[config.mk]
export PLATFORM = sky130hd
export DESIGN_NAME = rr_lock_arbiter
export DESIGN_NICKNAME = d
export VERILOG_FILES = /design/src/rtl/rr_lock_arbiter.sv
export SDC_FILE = /design/constraint.sdc
export NUM_CORES = 1
export LEC_CHECK = 0
export CAP_MARGIN = 20
export CORE_MARGIN = 2
export CORE_UTILIZATION = 30
export CTS_CLUSTER_DIAMETER = 80
export DETAILED_ROUTE_END_ITERATION = 16
export PLACE_DENSITY = 0.51
export REMOVE_ABC_BUFFERS = 1
export SLEW_MARGIN = 20
export SYNTH_ARGS = -nofsm -noshare
export SYNTH_HDL_FRONTEND = slang
export SYNTH_SLANG_ARGS = --single-unit
[constraint.sdc]
create_clock -name i_clk -period 23.9 [get_ports i_clk]
set_input_delay 7.17 -clock i_clk [delete_from_list [all_inputs] [get_ports i_clk]]
set_output_delay 7.17 -clock i_clk [all_outputs]
set_load 0.02 [all_outputs]
[src/rtl/rr_lock_arbiter.sv]
// ============================================================================
// Module   : rr_lock_arbiter
// Brief    : Output-port arbiter that locks a grant for a whole wormhole
//            packet; round-robin or fixed priority, registered outputs.
// Revision : 1.0
// ============================================================================
`default_nettype none

`ifndef NPORT
`define NPORT 5
`endif

module rr_lock_arbiter #(
    parameter int size        = `NPORT,
    parameter int ROUND_ROBIN = 1
) (
    input  logic                    i_clk,
    input  logic                    i_rst,
    input  logic [size-1:0]         i_requests,
    input  logic                    i_enable,
    input  logic                    i_release,
    output logic                    o_isOutputSelected,
    output logic [$clog2(size)-1:0] o_selectedOutput,
    output logic [size-1:0]         o_grant,
    output logic                    o_locked
);

    localparam int c_IDX_W = $clog2(size);

    typedef enum logic [0:0] {
        ST_IDLE   = 1'b0,
        ST_LOCKED = 1'b1
    } state_t;

    state_t               r_state;
    state_t               w_state_next;
    logic [c_IDX_W-1:0]   r_ptr;
    logic [c_IDX_W-1:0]   w_ptr_next;
    logic [c_IDX_W-1:0]   r_sel;
    logic [c_IDX_W-1:0]   w_sel_next;
    logic [size-1:0]      r_grant;
    logic [size-1:0]      w_grant_next;

    logic [c_IDX_W-1:0]   w_winner;
    logic                 w_found;
    logic [size-1:0]      w_winner_onehot;
    logic                 w_event;
    logic                 w_leave;
    int                   w_start;
    int                   w_dist;
    int                   w_best;

    // Winner is the requester at the smallest distance after the start
    // index, wrapping modulo size (not modulo 2^width).
    always_comb begin
        w_found  = 1'b0;
        w_winner = '0;
        w_best   = size;
        w_dist   = 0;
        w_start  = (ROUND_ROBIN != 0) ? int'(r_ptr) : size - 1;
        for (int i = 0; i < size; i++) begin
            w_dist = (i > w_start) ? (i - w_start - 1) : (i + size - w_start - 1);
            if (i_requests[i] && (w_dist < w_best)) begin
                w_best   = w_dist;
                w_winner = c_IDX_W'(i);
                w_found  = 1'b1;
            end
        end
    end

    always_comb begin
        w_winner_onehot           = '0;
        w_winner_onehot[w_winner] = 1'b1;
    end

    assign w_event = i_enable & w_found;
    // A dropped request from the granted port aborts the packet like a release.
    assign w_leave = i_release | ~i_requests[r_sel];

    always_comb begin
        w_state_next = r_state;
        w_ptr_next   = r_ptr;
        w_sel_next   = r_sel;
        w_grant_next = r_grant;
        case (r_state)
            ST_IDLE: begin
                if (w_event) begin
                    w_state_next = ST_LOCKED;
                    w_sel_next   = w_winner;
                    w_grant_next = w_winner_onehot;
                    w_ptr_next   = w_winner;
                end else begin
                    w_sel_next   = '0;
                    w_grant_next = '0;
                end
            end
            ST_LOCKED: begin
                if (w_leave) begin
                    if (w_event) begin
                        w_state_next = ST_LOCKED;
                        w_sel_next   = w_winner;
                        w_grant_next = w_winner_onehot;
                        w_ptr_next   = w_winner;
                    end else begin
                        w_state_next = ST_IDLE;
                        w_sel_next   = '0;
                        w_grant_next = '0;
                    end
                end
            end
            default: begin
                w_state_next = ST_IDLE;
                w_sel_next   = '0;
                w_grant_next = '0;
            end
        endcase
    end

    // Reset pointer to size-1 so port 0 is searched first.
    always_ff @(posedge i_clk) begin
        if (i_rst) begin
            r_state <= ST_IDLE;
            r_ptr   <= c_IDX_W'(size - 1);
            r_sel   <= '0;
            r_grant <= '0;
        end else begin
            r_state <= w_state_next;
            r_ptr   <= w_ptr_next;
            r_sel   <= w_sel_next;
            r_grant <= w_grant_next;
        end
    end

    assign o_isOutputSelected = (r_state == ST_LOCKED);
    assign o_locked           = (r_state == ST_LOCKED);
    assign o_selectedOutput   = r_sel;
    assign o_grant            = r_grant;

endmodule

`default_nettype wire

==> impl_metrics.tcl, run 1 <==
set metrics [dict create \
    synth_top_family_by_area "compound AO/OA/AOI/OAI gates" \
    detail_route.wl_per_cell_um 15.3 \
    h-tree-depth 1 \
    status "finished clean" \
    initial_utilization_pct 31.1 \
    cp_slowest_cell "nor3_1" \
    drtIter0Drc 86 \
    route.detailed.drc 0 \
    ys_ff_latch 12 \
    fillers 735 \
    num_rows 30 \
    grt_max_degree 21 \
    grt_pass1_wl_um 9380 \
    post-dp-hpwl_um 4640 \
    path_class "primary input to flip-flop" \
    clock.fmax_ghz 0.0623 \
    post_cts_buffers 0 \
    arrival_ns 16.19 \
    layout_commonest_cell "ha_1" \
    layout_worst_path_cycle_share_pct 67.1 \
    area_delta_synth_final_pct 14.9 \
    regToRegSetupSlack_ns 13.40 \
    diodes 0 \
    drt_wl_total_um 5740 \
    viasPerCell 5.24 \
    max_stage_delay_ns 0.56 \
    grt_pass1_vias 1863 \
    avgSynthCellArea_um2 8.01 \
    cap_violations 0 \
    cp.depth 36 \
    cts_resized 0 \
    worstHoldPathCells 2 \
    dr.pass1.iters 4 \
    clockBufferDepth 2 \
    gp_congestion 0.824 \
    io_buffers 18 \
    synthAdderAreaFrac_pct 19.8 \
    drive_gt1_share_pct 8.57 \
    final_cell_mix "ha_1 (32), nand2_1 (28), clkdlybuf4s50_1 (18)" \
    insertion_delay_ns 0.25 \
    io_pins 19 \
    synth_cells 265 \
    path_max_fanout 9 \
    fin_crit_ns 16.04 \
    crit_buf_inv 2 \
    die_x_um 88.1 \
    cts_hold_buf 0 \
    cts_root_buffer "clkbuf_8" \
    ys_warn_count 0 \
    worst_pin_slew_ns 0.716 \
    critPathCaptureType "flip-flop" \
    nets 323 \
    grtUsageTotal_pct 15.5 \
    synth_simple_gate_area_share_pct 23.6 \
    tritoncts.num_buffers 3 \
    cp-start-kind "primary input" \
    slew_headroom_pct 51.9 \
    die_y_um 88.1 \
    finalSetupViolCount 0 \
    muxShareOfSynthArea_pct 7.67 \
    cts_tree "built" \
    clock_sinks 12 \
    dieArea_mm2 0.00776 \
    overflow 0 \
    maxSlewViolCount 0 \
    async_reset_ff_share_pct 0 \
    hold_viol_final 0 \
    ant_nets 0 \
    yosysSeqAreaShare_pct 11.3 \
    synth_area_leader_cell "ha_1" \
    vias 1969 \
    core_area_mm2 0.00683 \
    synthTopCellsByArea "ha_1 (19%), dfxtp_1 (11%), nand2_1 (5.0%)" \
    synth_compound_area_share_pct 26.6 \
    synth_flop_cell "dfxtp_1" \
    crit_family "compound AO/OA/AOI/OAI gates" \
    whs_ns 0.448 \
    finalCoreUtilization_pct 35.7 \
    setup_tns_ns 0 \
    synth_edf_count 0 \
    antenna_found_initial 0 \
    required_ns 24.05 \
    rsz0062_at_grt "no" \
    r2r_cells 39 \
    worst_clock_skew_ns 0.00752 \
    synth_xor_area_share_pct 5.72 \
    synth_cell_types 65 \
    path_clk_slew_ns 0.06 \
    synth_area_mm2 0.00212 \
    holdCritPathClass "flip-flop to flip-flop" \
    netlist.area_leader.share_pct 18.9 \
]
[routing by layer]
layer	share of wire (%)	track usage (%)	up-vias
li1	-	-	1015
met1	50	22.3	916
met2	46	25.2	38
met3	3.9	2.26	0
met4	0	1.79	0
met5	0	0	-
[worst paths after layout]
kind | startpoint | endpoint
worst min-delay path | o_grant[3] | o_grant[3]
worst min register to register | o_grant[3] | o_grant[3]
worst max register to register | r_ptr[1] | r_ptr[1]
worst max-delay path | i_requests[0] | r_ptr[1]
[cell type report]
| class | count | area, um^2 | share of cell area [%] |
|---|---|---|---|
| Multi-Input combinational cell | 228 | 1770 | 72.6 |
| Tap cell | 96 | 120 | 4.93 |
| Timing Repair Buffer | 19 | 188 | 7.70 |
| Clock buffer | 4 | 55.1 | 2.26 |
| Inverter | 17 | 63.8 | 2.62 |
| Sequential cell | 12 | 240 | 9.86 |
[worst reg2reg max path: cells and delay by family, from the launching register on]
kind,cells,cell delay [ns]
compound gates,15,4.18
fa+ha+maj,6,1.96
buf+inv,3,0.46
flops,1,0.52
mux,2,0.55
simple gates,13,2.75
[state kept, by name, summed over array words and instances, names as in the netlist]
signal / flops
o_grant: 5
o_selectedOutput: 3
r_ptr: 3
o_isOutputSelected: 1
[kinds of logic after synthesis]
group,Yosys count
AND/OR/NAND/NOR,92
multiplexers,14
adder cells (fa/ha/maj),33
buffers and inverters,25
flip-flops,12
XOR/XNOR,13
AO/OA/AOI/OAI,76
[synthesized netlist by cell type, drive strengths merged, types with 2 or more instances]
cell type,instances
ha,32
nand2,28
a21oi,17
o21ai,17
inv,16
nor2,16
dfxtp,12
nor2b,10
xnor2,10
mux2i,8
nor3,7
nand2b,6
buf,5
mux2,5
nor3b,4
o21a,4
o31ai,4
a32o,3
and2,3
clkbuf,3
o211ai,3
o311ai,3
o31a,3
o32ai,3
xor2,3
a211oi,2
a21boi,2
a21o,2
a221oi,2
a31oi,2
and3,2
and4b,2
nand3,2
nand4,2
nor4,2
o211a,2
o22ai,2
or2,2
or3,2
[metrics by stage]
stage               std cells  cell area [um^2]  setup WS [ns]
detailed placement        372              2380           7.79
finish                    376              2440           7.86
global route              376              2440           7.12
global placement          372              2380           7.93
CTS                       376              2440           7.99
floorplan                 257              2070           9.84
Power of run 1 is not shown: default switching activity piles up to over one toggle a cycle in this logic, so the estimate is an artifact.
==> run 2, diff against run 1 <==
Settings changed: PLACE_DENSITY 0.51 to 0.53.
Clock period 23.9 ns to 14.7 ns, I/O delays scaled along.
==> run 2 against run 1 <==
Flip-flop and latch count did not move. Largest cell class unchanged. Global-route usage is 0.62 points lower. Worst setup slack worse by 6.6 ns.
==> impl_metrics.tcl, run 2 (synthesized netlist as in run 1, its figures left out) <==
set metrics [dict create \
    fillers 729 \
    setup_tns_ns 0 \
    met3_usage_pct 1.51 \
    cap_violations 0 \
    area_delta_synth_final_pct 14.9 \
    route.detailed.drc 0 \
    top_usage_layer "met2" \
    fin_crit_ns 13.41 \
    maxSlewViolCount 0 \
    io_pins 19 \
    die_y_um 88.1 \
    tritoncts.num_buffers 3 \
    core_area_mm2 0.00683 \
    grt_pass1_vias 1845 \
    path_clk_slew_ns 0.05 \
    insertion_delay_ns 0.24 \
    post_cts_buffers 0 \
    max_stage_delay_ns 0.57 \
    grtUsageTotal_pct 14.8 \
    dp_slack_ns 1.19 \
    finalSetupViolCount 0 \
    reg2reg_to "r_ptr[1]" \
    arrival_ns 13.54 \
    largest_reg_flops 5 \
    worstHoldStart "o_grant[3]" \
    crit_family "compound AO/OA/AOI/OAI gates" \
    worst_pin_slew_ns 0.683 \
    h-tree-depth 1 \
    dieArea_mm2 0.00776 \
    cts_resized 0 \
    cts_tree "built" \
    overflow 0 \
    r2r_start "r_ptr[1]" \
    regToRegSetupSlack_ns 4.12 \
    num_rows 30 \
    ant_nets 0 \
    grt_max_degree 21 \
    grt.met2_usage_pct 24.9 \
    cts_hold_buf 0 \
    post-dp-hpwl_um 4480 \
    r2r_cells 39 \
    viasPerCell 5.14 \
    antenna_found_initial 0 \
    required_ns 14.84 \
    clock.fmax_ghz 0.0746 \
    layout_commonest_cell "ha_1" \
    drt_wl_total_um 5530 \
    layout_worst_path_cycle_share_pct 91.2 \
    hold_viol_final 0 \
    worstHoldPathCells 2 \
    critPathCaptureType "flip-flop" \
    path_class "primary input to flip-flop" \
    io_buffers 18 \
    drive_gt1_share_pct 8.57 \
    initial_utilization_pct 31.1 \
    detail_route.wl_per_cell_um 14.7 \
    holdCritPathClass "flip-flop to flip-flop" \
    timing.final.ws_setup_ns 1.29 \
    clock_sinks 12 \
    slew_headroom_pct 54.1 \
    clockBufferDepth 2 \
    use_met1_pct 21.1 \
    cp-start-kind "primary input" \
    nets 323 \
    crit_buf_inv 2 \
    die_x_um 88.1 \
    gp_congestion 0.779 \
    drtIter0Drc 145 \
    status "finished clean" \
    min_to "o_grant[3]" \
    final_cell_mix "ha_1 (32), nand2_1 (28), clkdlybuf4s50_1 (18)" \
    rsz0062_at_grt "no" \
    grt_pass1_wl_um 9080 \
    diodes 0 \
    dr.pass1.iters 4 \
    cts_root_buffer "clkbuf_8" \
    worst_clock_skew_ns 0.00202 \
    vias 1933 \
    cp_slowest_cell "clkdlybuf4s50_1" \
    path_max_fanout 9 \
]
## run 2: cell type report
cell class | count | area, um^2 | area share (%)
Clock buffer | 4 | 55.1 | 2.26
Inverter | 17 | 63.8 | 2.62
Multi-Input combinational cell | 228 | 1770 | 72.6
Sequential cell | 12 | 240 | 9.86
Tap cell | 96 | 120 | 4.93
Timing Repair Buffer | 19 | 188 | 7.70
## run 2: how the worst max path moves through the flow
stage	start	end	slack [ns]	depth (start not counted)
after floorplan	i_requests[0]	r_ptr[0]	3.40	32
after global routing	i_requests[0]	r_ptr[1]	0.54	36
final	i_requests[0]	r_ptr[1]	1.29	36
after CTS	i_requests[0]	r_ptr[1]	1.41	36
after global placement	i_requests[0]	r_ptr[1]	1.36	37
after detailed placement	i_requests[0]	r_ptr[1]	1.19	36
## run 2: layer usage
layer  routed length, um  share of wire [%]
met1                2840                 51
met2                2570                 46
met3                 106                1.9
met4                  18               0.33
met5                   0                  0
## run 2: metrics by stage
stage / hold slack, ns / cells / util [%] / instance area [um^2]
3_5_place_dp: 0.446 / 372 / 34.9 / 2380
3_3_place_gp: 0.443 / 372 / 34.9 / 2380
5_1_grt: 0.469 / 376 / 35.7 / 2440
2_1_floorplan: 0.527 / 257 / - / 2070
4_1_cts: 0.458 / 376 / 35.7 / 2440
6_report: 0.452 / 376 / 35.7 / 2440
## run 2: worst register-to-register path: cells and delay by family, from the launching register on
kind                       cells  cell delay (ns)
AOI/OAI and AO/OA             15             4.30
and+or+nand+nor               13             2.73
adders and majority gates      6             1.97
muxes                          2             0.53
DFF                            1             0.51
buffers and inverters          3             0.46
Power of run 2 is left out for the same reason.
